--- src/rtl/analysis_pkg.sv ---
// Shared constants and types for the spectral analysis chain.
package analysis_pkg;
    localparam int unsigned NFFT         = 1024;
    localparam int unsigned FFT_SAMPLE_W = 24;
    localparam int unsigned BIN_W        = $clog2(NFFT);

    typedef logic [BIN_W-1:0] bin_t;

    // Matches the FFT output word: im in the upper half, re in the lower half.
    typedef struct packed {
        logic signed [FFT_SAMPLE_W-1:0] im;
        logic signed [FFT_SAMPLE_W-1:0] re;
    } cplx_t;
endpackage

--- src/rtl/axis_if.sv ---
// Minimal AXI-stream style valid/ready/data bundle.
interface Axis_If #(
    parameter int unsigned W = 8
);
    logic         valid;
    logic         ready;
    logic [W-1:0] data;

    modport Master (output valid, output data, input ready);
    modport Slave  (input valid, input data, output ready);
endinterface

--- src/rtl/cmag_sq.sv ---
// Two-stage signed re^2 + im^2 with clock enable, right shift and saturation.
module cmag_sq #(
    parameter int unsigned IN_W  = 24,
    parameter int unsigned OUT_W = 32,
    parameter int unsigned SHIFT = 16
) (
    input  logic                   clk,
    input  logic                   reset,
    input  logic                   en,
    input  logic signed [IN_W-1:0] re,
    input  logic signed [IN_W-1:0] im,
    output logic [OUT_W-1:0]       power
);
    localparam int unsigned SW = 2 * IN_W;
    localparam int unsigned WW = (SW > OUT_W) ? SW : OUT_W;

    // Squares are non-negative and below 2^(2*IN_W-1), so the sign bit is dropped.
    logic [SW-2:0]    rr;
    logic [SW-2:0]    ii;
    logic [SW-1:0]    sum;
    logic [WW-1:0]    shifted;
    logic [OUT_W-1:0] power_n;

    always_comb begin
        sum     = {1'b0, rr} + {1'b0, ii};
        shifted = WW'(sum) >> SHIFT;
        power_n = (shifted > WW'({OUT_W{1'b1}})) ? '1 : shifted[OUT_W-1:0];
    end

    always_ff @(posedge clk) begin
        if (reset) begin
            rr    <= '0;
            ii    <= '0;
            power <= '0;
        end else if (en) begin
            rr    <= (SW-1)'(re * re);
            ii    <= (SW-1)'(im * im);
            power <= power_n;
        end
    end
endmodule

--- src/rtl/fft_power.sv ---
// Per-bin power of the FFT spectrum with half-spectrum drop and backpressure.
// Optional peak tracker enabled by defining FFT_POWER_PEAK_EN.
module fft_power #(
    parameter int unsigned NFFT          = analysis_pkg::NFFT,
    parameter int unsigned IN_W          = analysis_pkg::FFT_SAMPLE_W,
    parameter int unsigned OUT_W         = 32,
    parameter int unsigned SHIFT         = 16,
    parameter int unsigned HALF_SPECTRUM = 1
) (
    input  logic                     clk,
    input  logic                     reset,
    Axis_If.Slave                    din,
    Axis_If.Master                   dout,
    output logic [$clog2(NFFT)-1:0]  dout_bin,
    output logic                     dout_last
`ifdef FFT_POWER_PEAK_EN
    ,
    output logic [$clog2(NFFT)-1:0]  peak_bin,
    output logic [OUT_W-1:0]         peak_power,
    output logic                     peak_valid
`endif
);
    localparam int unsigned BW = $clog2(NFFT);
    localparam logic [BW-1:0] LAST_BIN = (HALF_SPECTRUM != 0) ? BW'(NFFT/2 - 1) : BW'(NFFT - 1);

    logic                   en;
    logic                   keep;
    logic [BW-1:0]          cnt;
    logic signed [IN_W-1:0] re1;
    logic signed [IN_W-1:0] im1;
    logic                   v1, v2, v3;
    logic [BW-1:0]          bin1, bin2, bin3;
    logic                   last1, last2, last3;
    logic [OUT_W-1:0]       power;

    assign en        = !v3 || dout.ready;
    assign keep      = (HALF_SPECTRUM == 0) || !cnt[BW-1];
    assign din.ready = en;

    // Upper-half bins are still consumed; only their valid bit is suppressed.
    always_ff @(posedge clk) begin
        if (reset) begin
            cnt   <= '0;
            re1   <= '0;
            im1   <= '0;
            v1    <= 1'b0;
            v2    <= 1'b0;
            v3    <= 1'b0;
            bin1  <= '0;
            bin2  <= '0;
            bin3  <= '0;
            last1 <= 1'b0;
            last2 <= 1'b0;
            last3 <= 1'b0;
        end else if (en) begin
            if (din.valid) begin
                cnt <= cnt + 1'b1;
            end
            v1    <= din.valid && keep;
            re1   <= din.data[IN_W-1:0];
            im1   <= din.data[2*IN_W-1:IN_W];
            bin1  <= cnt;
            last1 <= (cnt == LAST_BIN);
            v2    <= v1;
            bin2  <= bin1;
            last2 <= last1;
            v3    <= v2;
            bin3  <= bin2;
            last3 <= last2;
        end
    end

    cmag_sq #(
        .IN_W  (IN_W),
        .OUT_W (OUT_W),
        .SHIFT (SHIFT)
    ) u_cmag_sq (
        .clk   (clk),
        .reset (reset),
        .en    (en),
        .re    (re1),
        .im    (im1),
        .power (power)
    );

    assign dout.valid = v3;
    assign dout.data  = power;
    assign dout_bin   = bin3;
    assign dout_last  = last3;

`ifdef FFT_POWER_PEAK_EN
    logic [OUT_W-1:0] trk_power;
    logic [BW-1:0]    trk_bin;
    logic             trk_any;
    logic             take;
    logic [OUT_W-1:0] cand_power;
    logic [BW-1:0]    cand_bin;

    // Strict compare on ascending bins keeps the lowest bin on ties; DC never qualifies.
    always_comb begin
        take       = (bin3 != '0) && (!trk_any || (power > trk_power));
        cand_power = take ? power : trk_power;
        cand_bin   = take ? bin3  : trk_bin;
    end

    always_ff @(posedge clk) begin
        if (reset) begin
            trk_power  <= '0;
            trk_bin    <= '0;
            trk_any    <= 1'b0;
            peak_bin   <= '0;
            peak_power <= '0;
            peak_valid <= 1'b0;
        end else begin
            peak_valid <= 1'b0;
            if (v3 && dout.ready) begin
                if (last3) begin
                    peak_power <= cand_power;
                    peak_bin   <= cand_bin;
                    peak_valid <= 1'b1;
                    trk_power  <= '0;
                    trk_bin    <= '0;
                    trk_any    <= 1'b0;
                end else if (take) begin
                    trk_power <= power;
                    trk_bin   <= bin3;
                    trk_any   <= 1'b1;
                end
            end
        end
    end
`endif
endmodule

--- src/flat_wrapper.sv ---
// flat-port wrapper written by rule: the top's interface ports become plain ports
module fft_power_flat import analysis_pkg::*;
#(
    parameter int unsigned NFFT          = analysis_pkg::NFFT,
    parameter int unsigned IN_W          = analysis_pkg::FFT_SAMPLE_W,
    parameter int unsigned OUT_W         = 32,
    parameter int unsigned SHIFT         = 16,
    parameter int unsigned HALF_SPECTRUM = 1
)
  (clk, reset, dout_bin, dout_last, din_valid, din_data, din_ready, dout_valid, dout_data, dout_ready);
  Axis_If #(.W(48)) din_i ();
  Axis_If #(.W(32)) dout_i ();
  input  logic clk;
  input  logic reset;
  output logic [$clog2(NFFT)-1:0] dout_bin;
  output logic dout_last;
  input wire logic [$bits(din_i.valid)-1:0] din_valid;
  input wire logic [$bits(din_i.data)-1:0] din_data;
  output wire logic [$bits(din_i.ready)-1:0] din_ready;
  output wire logic [$bits(dout_i.valid)-1:0] dout_valid;
  output wire logic [$bits(dout_i.data)-1:0] dout_data;
  input wire logic [$bits(dout_i.ready)-1:0] dout_ready;
  assign din_i.valid = din_valid;
  assign din_i.data = din_data;
  assign din_ready = din_i.ready;
  assign dout_valid = dout_i.valid;
  assign dout_data = dout_i.data;
  assign dout_i.ready = dout_ready;
  fft_power #(.NFFT(NFFT), .IN_W(IN_W), .OUT_W(OUT_W), .SHIFT(SHIFT), .HALF_SPECTRUM(HALF_SPECTRUM)) u_core (.clk(clk), .reset(reset), .din(din_i), .dout(dout_i), .dout_bin(dout_bin), .dout_last(dout_last));
endmodule
--- config.mk ---
export PLATFORM = sky130hd
export DESIGN_NAME = fft_power_flat
export DESIGN_NICKNAME = d
export VERILOG_FILES = /design/src/rtl/analysis_pkg.sv /design/src/rtl/axis_if.sv /design/src/rtl/cmag_sq.sv /design/src/rtl/fft_power.sv /design/src/flat_wrapper.sv
export SDC_FILE = /design/constraint.sdc
export NUM_CORES = 2
export LEC_CHECK = 0
export BUFFER_PORTS_ARGS = -buffer_cell sky130_fd_sc_hd__buf_2
export CORE_MARGIN = 4
export CORE_UTILIZATION = 53
export CTS_CLUSTER_SIZE = 25
export DETAILED_ROUTE_END_ITERATION = 7
export PLACE_DENSITY = 0.72
export SLEW_MARGIN = 20
export SYNTH_ARGS = -nofsm -noshare
export SYNTH_HDL_FRONTEND = slang
export SYNTH_HIERARCHICAL = 1
export SYNTH_SLANG_ARGS = --single-unit
--- constraint.sdc ---
create_clock -name clk -period 7.1 [get_ports clk]
set_clock_uncertainty 0.2 [all_clocks]
set_input_delay 0.71 -clock clk [delete_from_list [all_inputs] [get_ports clk]]
set_output_delay 0.71 -clock clk [all_outputs]
set_load 0.005 [all_outputs]
==> results.yml <==
yosys:
  synth_nets: 6555
  synth_common_cells: "inv_1 (1345), fa_1 (1093), nand2_1 (622), ha_1 (330), dfxtp_1 (216)"
  synth_ff_type: "dfxtp_1"
  async_flop_share: 0
  synth_area_sq_um: 46730
  synth_edf_count: 0
  synth_top_area_cell: "fa_1"
  ys_seq_elements: 216
  synth_cell_types: 84
  seq_area_frac_synth: 0.09254
  yosysWarnings: 6
  synth_area_per_cell_sq_um: 9.198
  syn_inst: 5080
  synth_most_common_cell: "inv_1"
  netlist.area_leader.share: 0.4683
  synth.area.top_cells: "fa_1 (47%), inv_1 (11%), dfxtp_1 (9.3%), ha_1 (8.8%), nand2_1 (5.0%)"
place:
  dp_hpwl_microns: 93870
  portBuffers: 96
  place_ws_ns: -0.3159
  gp_congestion: 0.9296
  dp_cells: 6602
die:
  io_pins: 97
  dieArea_sq_um: 92980
  placementRows: 108
  die_x_microns: 304.9
  initial_core_util: 0.5361
  core_area_sq_um: 87160
  dieHeight_microns: 304.9
sta:
  timing.fmax_mhz: 139.2
  finalHoldViolCount: 0
  rsz0062_at_grt: "true"
  period_needed_ns: 7.186
  maxSlewViolCount: 0
  relSlewSlack: 0.2787
  setup_viol: 3
  layout_setup_ws_ns: -0.08583
  post-route-period-util: 1.012
  worst_slew_pin_slew_ns: 1.079
  finalSetupTns_ns: -0.1957
cells_and_area:
  fin_cells: 6742
  area_growth_pct: 17.25
  drive_gt1_frac: 0.1674
  nNetsFinal: 7039
drt:
  totalWireLength_microns: 114700
  remaining_drc_errors: 0
  routed_via_density: 5.189
  routedWlPerCell_microns: 17.02
  drt_pass1_iterations: 5
  drt_iter0_drc: 1778
  antenna_left: 0
  via_count: 34980
critical_path:
  cp.required_ns: 7.39
  critical_path_class: "flip-flop to flip-flop"
  cp-end-kind: "flip-flop"
  crit_arrival_ns: 7.48
  cp_max_fo: 5
  r2r-end: "u_core/u_cmag_sq/rr[44]$_SDFFE_PP0P_"
  reg2reg_depth: 24
  r2r-start: "u_core/re1[5]$_SDFFE_PP0P_"
  start_kind: "flip-flop"
  reg2reg_setup_slack_ns: -0.09
grt:
  track_usage: 0.2467
  grt_max_degree: 87
  grt_pass1_wl_microns: 186300
  antenna_found_initial: 3
  grt-ovfl-total: 0
  grt_pass1_vias: 37920
worst_hold_path:
  min_path_type: "primary input to flip-flop"
  min_from: "din_data[38]"
  holdPathStages: 3
  min_to: "u_core/im1[14]$_SDFFE_PP0P_"
run_status:
  violations: "setup timing"
  status: "complete, but fails checks"
power:
  ir_worst_vdd_uv: 561.9
  p_total_w: 0.01901
  p_leak_nw: 29.08
  p_per_area_nw_per_um2: 347.0
clocking:
  clk_latency_ns: 0.61
  root_buffer: "clkbuf_16"
  ctsHtreeMaxLevel: 1
  tritoncts: "done"
  clkTransAtPathRegs_ns: 0.07
  cts_made_buffers: 28
  hold_buffers: 0
  clk_path_buf_depth: 3
  cts_sinks: 216
job:
  maxCapViolCount: 0
[cell families after synthesis]
logic type      synth area share
mux                      0.01242
flops                    0.09254
compound gates           0.07310
simple gates              0.1147
xor+xnor                 0.02699
fa+ha+maj                 0.5566
buf+inv                   0.1236
[metal layers]
layer	routed length, microns	vias up	global-route usage
met4	3954	2	0.06977
met2	57990	925	0.4328
met5	13	-	0
met3	6559	236	0.03389
met1	46220	17750	0.3214
li1	-	16070	-
[critical path, stage by stage (launching register included)]
cell,delay [ns]
dfxtp_4,0.42
buf_12,0.15
nand2_1,0.09
fa_1,0.56
buf_4,0.18
fa_1,0.54
inv_1,0.05
fa_1,0.41
fa_2,0.60
fa_2,0.44
fa_1,0.52
inv_2,0.04
fa_1,0.51
inv_2,0.05
ha_4,0.15
a211o_1,0.31
a21oi_2,0.22
a2bb2oi_2,0.18
o211ai_1,0.15
a22o_1,0.27
a211oi_4,0.28
nor4b_4,0.09
a2111oi_4,0.26
a2111oi_1,0.14
a221o_1,0.27
[power breakdown]
part / internal (W) / switching (W)
logic: 0.00727 / 0.00844
clock network: 0.000898 / 0.000634
registers: 0.00155 / 0.000215
total: 0.00972 / 0.00929
[what timing repair did]
item,4_1_cts,5_1_grt
gates resized for setup,53,254
cloned,0,11
pin swaps,24,135
endpoints found under the setup margin,25,35
buffers inserted,9,71
[stage by stage]
step | cell area [sq um] | util | hold slack (ns)
5_1_grt | 54780 | 0.6286 | 0.1146
3_5_place_dp | 51840 | 0.5947 | 0.2425
2_1_floorplan | 46810 | - | 0.2291
6_report | 54790 | 0.6286 | 0.1271
4_1_cts | 53070 | 0.6089 | 0.09104
3_3_place_gp | 51840 | 0.5947 | 0.2329
[final cells by class]
class	count	area, sq um
Multi-Input combinational cell	3338	37500
Fill cell	7174	32370
Timing Repair Buffer	634	5368
Inverter	1346	5061
Sequential cell	216	4423
Tap cell	1155	1445
Clock buffer	37	825.8
Clock inverter	15	162.7
Antenna cell	1	2.502
[sequential cells by signal (all words and copies together) (netlist names)]
signal and cells:
u_core/dout.valid 1, u_core/last1 1, u_core/dout_last 1, u_core/last2 1, u_core/v2 1, u_core/im1 24, u_core/bin1 10, u_core/re1 24
u_core/u_cmag_sq/power 32, u_core/v1 1, u_core/bin2 10, u_core/u_cmag_sq/rr 45, u_core/cnt 10, u_core/u_cmag_sq/ii 45, u_core/dout_bin 10
[cells in the final DEF, fill, tap and decap left out, drive strengths merged, types with 35 or more instances in the layout]
cell type	netlist	routed
a21o	77	77
a21oi	215	215
and2	203	203
buf	22	622
clkbuf	156	49
dfxtp	216	216
fa	1093	1093
ha	330	330
inv	1345	1349
mux2i	58	58
nand2	622	622
nand3	35	35
nor2	161	161
nor2b	40	40
o21ai	95	95
xnor2	92	92
xor2	52	52
[worst max-delay path by stage]
| stage | from | end | slack, ns | cells past startpoint |
|---|---|---|---|---|
| after floorplan | u_core/im1[23]$_SDFFE_PP0P_ | u_core/u_cmag_sq/ii[44]$_SDFFE_PP0P_ | 0.01 | 27 |
| after global placement | u_core/re1[16]$_SDFFE_PP0P_ | u_core/u_cmag_sq/rr[44]$_SDFFE_PP0P_ | -0.20 | 24 |
| after detailed placement | u_core/im1[4]$_SDFFE_PP0P_ | u_core/u_cmag_sq/ii[40]$_SDFFE_PP0P_ | -0.32 | 24 |
| after CTS | u_core/re1[5]$_SDFFE_PP0P_ | u_core/u_cmag_sq/rr[44]$_SDFFE_PP0P_ | 0.0008 | 27 |
| after global routing | u_core/re1[5]$_SDFFE_PP0P_ | u_core/u_cmag_sq/rr[44]$_SDFFE_PP0P_ | -0.23 | 24 |
| final | u_core/re1[5]$_SDFFE_PP0P_ | u_core/u_cmag_sq/rr[44]$_SDFFE_PP0P_ | -0.09 | 24 |
No activity file was read; power rests on OpenSTA's default activity.
